### config.mk
export PLATFORM = sky130hd
export DESIGN_NAME = rtdf_sample_packer
export DESIGN_NICKNAME = d
export VERILOG_FILES = /design/src/rtl/rtdf_sample_packer.sv
export SDC_FILE = /design/constraint.sdc
export NUM_CORES = 1
export LEC_CHECK = 0
export ABC_AREA = 1
export CAP_MARGIN = 30
export CORE_MARGIN = 5
export CORE_UTILIZATION = 50
export DETAILED_ROUTE_END_ITERATION = 16
export HOLD_SLACK_MARGIN = 0.06
export PLACE_DENSITY = 0.76
export RECOVER_POWER = 50
export SLEW_MARGIN = 30
export SYNTH_ARGS = -nofsm -noshare
export SYNTH_HDL_FRONTEND = slang
export SYNTH_SLANG_ARGS = --single-unit
### constraint.sdc
create_clock -name clk -period 2.74 [get_ports clk]
set_clock_uncertainty 0.05 [all_clocks]
set_input_delay 0.548 -clock clk [delete_from_list [all_inputs] [get_ports clk]]
set_output_delay 0.548 -clock clk [all_outputs]
set_load 0.005 [all_outputs]
### src/rtl/rtdf_sample_packer.sv
// rtdf_sample_packer
//   Packs SAMPLE_BITS-wide front-end samples into 16-bit words and drives the
//   write side of the RTDF stream FIFO. The stream is framed as one header word
//   {SYNC_BYTE, seq} followed by FRAME_WORDS data words, repeating. A write that
//   meets a full FIFO is dropped and counted; the packer then waits for the FIFO
//   to drain to RESUME_LEVEL and restarts on a fresh header.
//
// Ports
//   clk, reset        write-side clock, asynchronous active-high reset
//   enable            stream enable; low returns to IDLE and discards any partial word
//   sample_valid      sample_data is valid this cycle
//   sample_data       front-end sample, first sample of a word lands in the MSBs
//   fifo_full         FIFO wrfull
//   fifo_usedw        FIFO wrusedw
//   clear_overflow    one-cycle pulse clearing overflow and drop_count
//   fifo_data         registered FIFO write data
//   fifo_wrreq        registered FIFO write request, one cycle per word
//   overflow          sticky: at least one word was dropped
//   drop_count        dropped-word count, saturating at 16'hFFFF
//   seq_num           sequence number of the most recent header written
module rtdf_sample_packer #(
    parameter int unsigned SAMPLE_BITS  = 2,
    parameter int unsigned FRAME_WORDS  = 64,
    parameter int unsigned RESUME_LEVEL = 128,
    parameter logic [7:0]  SYNC_BYTE    = 8'hA5
) (
    input  logic                   clk,
    input  logic                   reset,
    input  logic                   enable,
    input  logic                   sample_valid,
    input  logic [SAMPLE_BITS-1:0] sample_data,
    input  logic                   fifo_full,
    input  logic [8:0]             fifo_usedw,
    input  logic                   clear_overflow,
    output logic [15:0]            fifo_data,
    output logic                   fifo_wrreq,
    output logic                   overflow,
    output logic [15:0]            drop_count,
    output logic [7:0]             seq_num
);

    localparam int unsigned SPW = 16 / SAMPLE_BITS;
    localparam int unsigned PCW = $clog2(SPW);

    localparam logic [PCW-1:0] PACK_LAST    = PCW'(SPW - 1);
    localparam logic [15:0]    FRAME_LAST   = 16'(FRAME_WORDS - 1);
    localparam logic [8:0]     RESUME_USEDW = 9'(RESUME_LEVEL);

    typedef enum logic [1:0] {
        IDLE   = 2'd0,
        HEADER = 2'd1,
        STREAM = 2'd2,
        RESYNC = 2'd3
    } state_t;

    state_t           state;
    logic [PCW-1:0]   pack_cnt;
    logic [15:0]      shift_reg;
    logic [15:0]      word_cnt;
    logic [7:0]       seq;

    logic             sample_take;
    logic             word_done;
    logic [15:0]      packed_word;
    logic [15:0]      drop_next;

    // Samples are packed only while a frame is live (header cycle included).
    assign sample_take = enable && sample_valid && (state == HEADER || state == STREAM);
    assign word_done   = sample_take && (pack_cnt == PACK_LAST);
    assign packed_word = {shift_reg[15-SAMPLE_BITS:0], sample_data};

    // A drop coinciding with clear_overflow restarts the count at one.
    assign drop_next = clear_overflow          ? 16'd1 :
                       (drop_count == 16'hFFFF) ? 16'hFFFF :
                                                  drop_count + 16'd1;

    // Framing FSM, packer and registered FIFO write port.
    always_ff @(posedge clk or posedge reset) begin
        if (reset) begin
            state      <= IDLE;
            pack_cnt   <= '0;
            shift_reg  <= '0;
            word_cnt   <= '0;
            seq        <= '0;
            fifo_data  <= '0;
            fifo_wrreq <= 1'b0;
            overflow   <= 1'b0;
            drop_count <= '0;
            seq_num    <= '0;
        end else begin
            fifo_wrreq <= 1'b0;

            if (clear_overflow) begin
                overflow   <= 1'b0;
                drop_count <= '0;
            end

            if (!enable) begin
                state    <= IDLE;
                pack_cnt <= '0;
                shift_reg <= '0;
                word_cnt <= '0;
            end else begin
                if (sample_take) begin
                    shift_reg <= packed_word;
                    pack_cnt  <= word_done ? '0 : pack_cnt + PCW'(1);
                end

                case (state)
                    IDLE: begin
                        state <= HEADER;
                    end

                    HEADER: begin
                        word_cnt <= '0;
                        if (fifo_full) begin
                            overflow   <= 1'b1;
                            drop_count <= drop_next;
                            state      <= RESYNC;
                            pack_cnt   <= '0;
                            shift_reg  <= '0;
                        end else begin
                            fifo_wrreq <= 1'b1;
                            fifo_data  <= {SYNC_BYTE, seq};
                            seq_num    <= seq;
                            seq        <= seq + 8'd1;
                            state      <= STREAM;
                        end
                    end

                    STREAM: begin
                        if (word_done) begin
                            if (fifo_full) begin
                                overflow   <= 1'b1;
                                drop_count <= drop_next;
                                state      <= RESYNC;
                                pack_cnt   <= '0;
                                shift_reg  <= '0;
                            end else begin
                                fifo_wrreq <= 1'b1;
                                fifo_data  <= packed_word;
                                if (word_cnt == FRAME_LAST) begin
                                    word_cnt <= '0;
                                    state    <= HEADER;
                                end else begin
                                    word_cnt <= word_cnt + 16'd1;
                                end
                            end
                        end
                    end

                    RESYNC: begin
                        // Partial frame is abandoned; restart on a fresh header once drained.
                        pack_cnt  <= '0;
                        shift_reg <= '0;
                        if (!fifo_full && fifo_usedw <= RESUME_USEDW)
                            state <= HEADER;
                    end

                    default: begin
                        state <= IDLE;
                    end
                endcase
            end
        end
    end

endmodule
==> flow_metrics.env <==
export IMPL_outcome="finished clean"
export IMPL_grt_max_degree=86
export IMPL_fp_dieW_um=106
export IMPL_synth_xor_area_share_pct=2.29
export IMPL_drc=0
export IMPL_tritoncts="built"
export IMPL_finalNonFillerCells=780
export IMPL_start_kind="input pin"
export IMPL_drt_first_pass_iters=5
export IMPL_place_gp_congestion=0.885
export IMPL_gr_max_usage_layer="met2"
export IMPL_path_buf_inv=2
export IMPL_cp_endpoint="word_cnt[7]"
export IMPL_antenna_left=0
export IMPL_period_share_pct=85.5
export IMPL_crit_fanout=20
export IMPL_peakVddDrop_mv=0.466
export IMPL_synth_edff_count=0
export IMPL_synth_compound_area_share_pct=9.99
export IMPL_synth_top_family_by_area="simple AND/OR/NAND/NOR gates"
export IMPL_routedWlPerCell_um=13.9
export IMPL_cp_arrival_ps=2530
export IMPL_antenna_cells=0
export IMPL_crit_cells=10
export IMPL_gr_total_overflow=0
export IMPL_core_area_mm2=0.00911
export IMPL_cts_buffers=9
export IMPL_grt_pass1_wl_um=18700
export IMPL_min_period_ps=2340
export IMPL_cts_resized=0
export IMPL_r2r_slack_ps=470
export IMPL_cp_data_required_time_ps=2930
export IMPL_synth_nets=632
export IMPL_dpl_cell_count=764
export IMPL_slew_violations=0
export IMPL_use_met2_pct=33.7
export IMPL_clockBufferDepth=2
export IMPL_start_util_pct=50.5
export IMPL_setup_violations_final=0
export IMPL_fillCellCount=833
export IMPL_ys_ff_latch=85
export IMPL_io_pins=59
export IMPL_hpwl_um=7900
export IMPL_critPathMaxStageDelay_ps=630
export IMPL_synth_cell_types=33
export IMPL_clock_latency_ps=370
export IMPL_async_flop_share_pct=100
export IMPL_tightest_slew_ps=1140
export IMPL_critical_path_class="input pin to register"
export IMPL_multi_input_area_mm2=0.00206
export IMPL_die_area_mm2=0.0112
export IMPL_rsz0062_at_grt="false"
export IMPL_end_kind="register"
export IMPL_use_met1_pct=27.7
export IMPL_hold_violations=0
export IMPL_cp_startpoint="enable"
export IMPL_htree_levels=3
export IMPL_finish_instance_area_mm2=0.00549
export IMPL_cts_setup_buffers=0
export IMPL_track_usage_pct=20.4
export IMPL_max_cap_violations=0
export IMPL_max_slew_margin_pct=24.2
export IMPL_ctsHoldBuffers=0
export IMPL_cpLargestDelayFamily="simple AND/OR/NAND/NOR gates"
export IMPL_area_growth_pct=19.4
export IMPL_seqCellArea_mm2=0.00213
export IMPL_path_cells="dlygate4sd3_1 > nand2_1 > nor2_8 > nand2_4 > nand2_2 > nand2_2 > nand2_2 > inv_2 > nand2_1 > o21ai_1"
export IMPL_synth_avg_cell_area_um2=7.58
export IMPL_yosys_most_used_dff="dfrtp_1"
export IMPL_reg2reg_from="state[1]"
export IMPL_synth_warnings=0
export IMPL_clock_sinks=85
export IMPL_io_buffers=58
export IMPL_use_met3_pct=3.31
export IMPL_yosysSeqAreaShare_pct=46.3
export IMPL_root_buffer="clkbuf_8"
export IMPL_nets=690
export IMPL_p_leak_uw=0.00267
export IMPL_die_y_um=106
export IMPL_place_area_mm2=0.00527
export IMPL_setup_tns_ps=0
export IMPL_crit_slowest_cell="dlygate4sd3_1"
export IMPL_wl_um=10800
export IMPL_drive_gt1_share_pct=5.23
export IMPL_reg_top3="drop_count (16), fifo_data (16), word_cnt (16)"
export IMPL_synthAdderAreaFrac_pct=2.45
export IMPL_route_vias_total=4079
export IMPL_worst_hold_path_type="register to register"
export IMPL_synth_area_mm2=0.00460
export IMPL_clk_pin_slew_ps=90
export IMPL_synth_mux_area_share_pct=0.436
export IMPL_synthSimpleGateAreaFrac_pct=30.2
export IMPL_via_per_inst=5.23
export IMPL_drt_initial_drc_count=184
export IMPL_rr_worst_depth=11
export IMPL_antenna_found_initial=0
export IMPL_grt_pass1_vias=4009
export IMPL_syn_inst=606
export IMPL_worst_r2r_endpoint="word_cnt[7]"
export IMPL_max_freq_ghz=0.427
export IMPL_powerDensity_mw_per_mm2=705
export IMPL_rows=35
export IMPL_path_common_cell="nand2_2"
-- stage by stage --
stage / power, uW / util (%) / hold WS [ps] / worst slack, ps
after floorplan: 2370 / - / 415 / 965
after global placement: 2790 / 57.9 / 408 / 253
after detailed placement: 2840 / 57.9 / 419 / 225
after CTS: 3950 / 60.6 / 447 / 590
after global routing: 4130 / 60.2 / 479 / 235
final: 3870 / 60.2 / 435 / 398
-- layout by cell type (no fill, tap or decap), types with 2 or more instances in the layout --
master and count:
a211oi_1 10, nand2_1 176, a21oi_1 18, o21ai_0 36
nor3_1 6, a32o_1 2, a31oi_1 8, o21ai_1 4
xor2_1 12, dfrtp_1 85, dlygate4sd3_1 10, nand4_1 13
nand3_2 2, clkbuf_8 9, inv_1 72, nand3_1 42
inv_2 4, nand2_2 5, clkinvlp_4 2, bufinv_16 3
buf_4 4, ha_1 9, mux2i_1 2, clkdlybuf4s50_1 48
nor2_1 75
-- where the power goes --
group	total [uW]	internal, uW	switching, uW
clock network	1100	616	480
logic	1130	468	663
registers	1640	1470	172
-- how the worst min path moves through the flow --
stage          startpoint    endpoint  cells after the start
2_1_floorplan  seq_num[5]  seq_num[5]                      2
6_report       seq_num[5]  seq_num[5]                      2
3_5_place_dp   seq_num[5]  seq_num[5]                      2
3_3_place_gp   seq_num[5]  seq_num[5]                      2
4_1_cts        seq_num[5]  seq_num[5]                      2
5_1_grt        seq_num[0]  seq_num[0]                      2
-- cells by family (layout without fill, tap and decap cells) --
family | count (synthesis) | count (layout)
buffers and inverters | 93 | 156
and+or+nand+nor | 324 | 324
adders and majority gates | 9 | 9
muxes | 2 | 2
xor gates and xnor gates | 12 | 12
AOI/OAI and AO/OA | 81 | 81
DFF | 85 | 85
-- routing by layer --
| layer | vias up | share of wire [%] |
|---|---|---|
| li1 | 2058 | - |
| met1 | 1905 | 46 |
| met2 | 99 | 47 |
| met3 | 17 | 4.8 |
| met4 | 0 | 1.6 |
| met5 | - | 0 |
-- final cells by class --
type,count,share of cell area (%)
inverters,77,5.34
repair buffers,63,11.3
clock inverters,6,2.14
well taps,111,2.53
clock buffers,10,2.33
flip-flops and latches,85,38.8
multi-input cells,428,37.6
-- worst reg2reg max path: cells and delay by family, from the launching register on --
family                     cells  cell delay [ps]
adders and majority gates      1              300
AOI/OAI and AO/OA              1               70
DFF                            1              410
buffers and inverters          2              240
and+or+nand+nor                7             1100
-- cell usage after synthesis (all sizes together) (2+ instances only) --
cell type | instances | area share (%)
ha | 9 | 2.5
nand2 | 182 | 15
nor2 | 76 | 6.7
clkbuf | 8 | 0.65
nand3 | 44 | 5.0
o21ai | 40 | 4.4
nand4 | 13 | 1.8
a31oi | 8 | 1.1
nor3 | 6 | 0.76
a21oi | 18 | 2.0
mux2i | 2 | 0.44
inv | 77 | 6.3
a211oi | 10 | 1.6
buf | 8 | 1.4
dfrtp | 85 | 46
a32o | 2 | 0.44
xor2 | 12 | 2.3
Power figures use the tool's default switching activity.
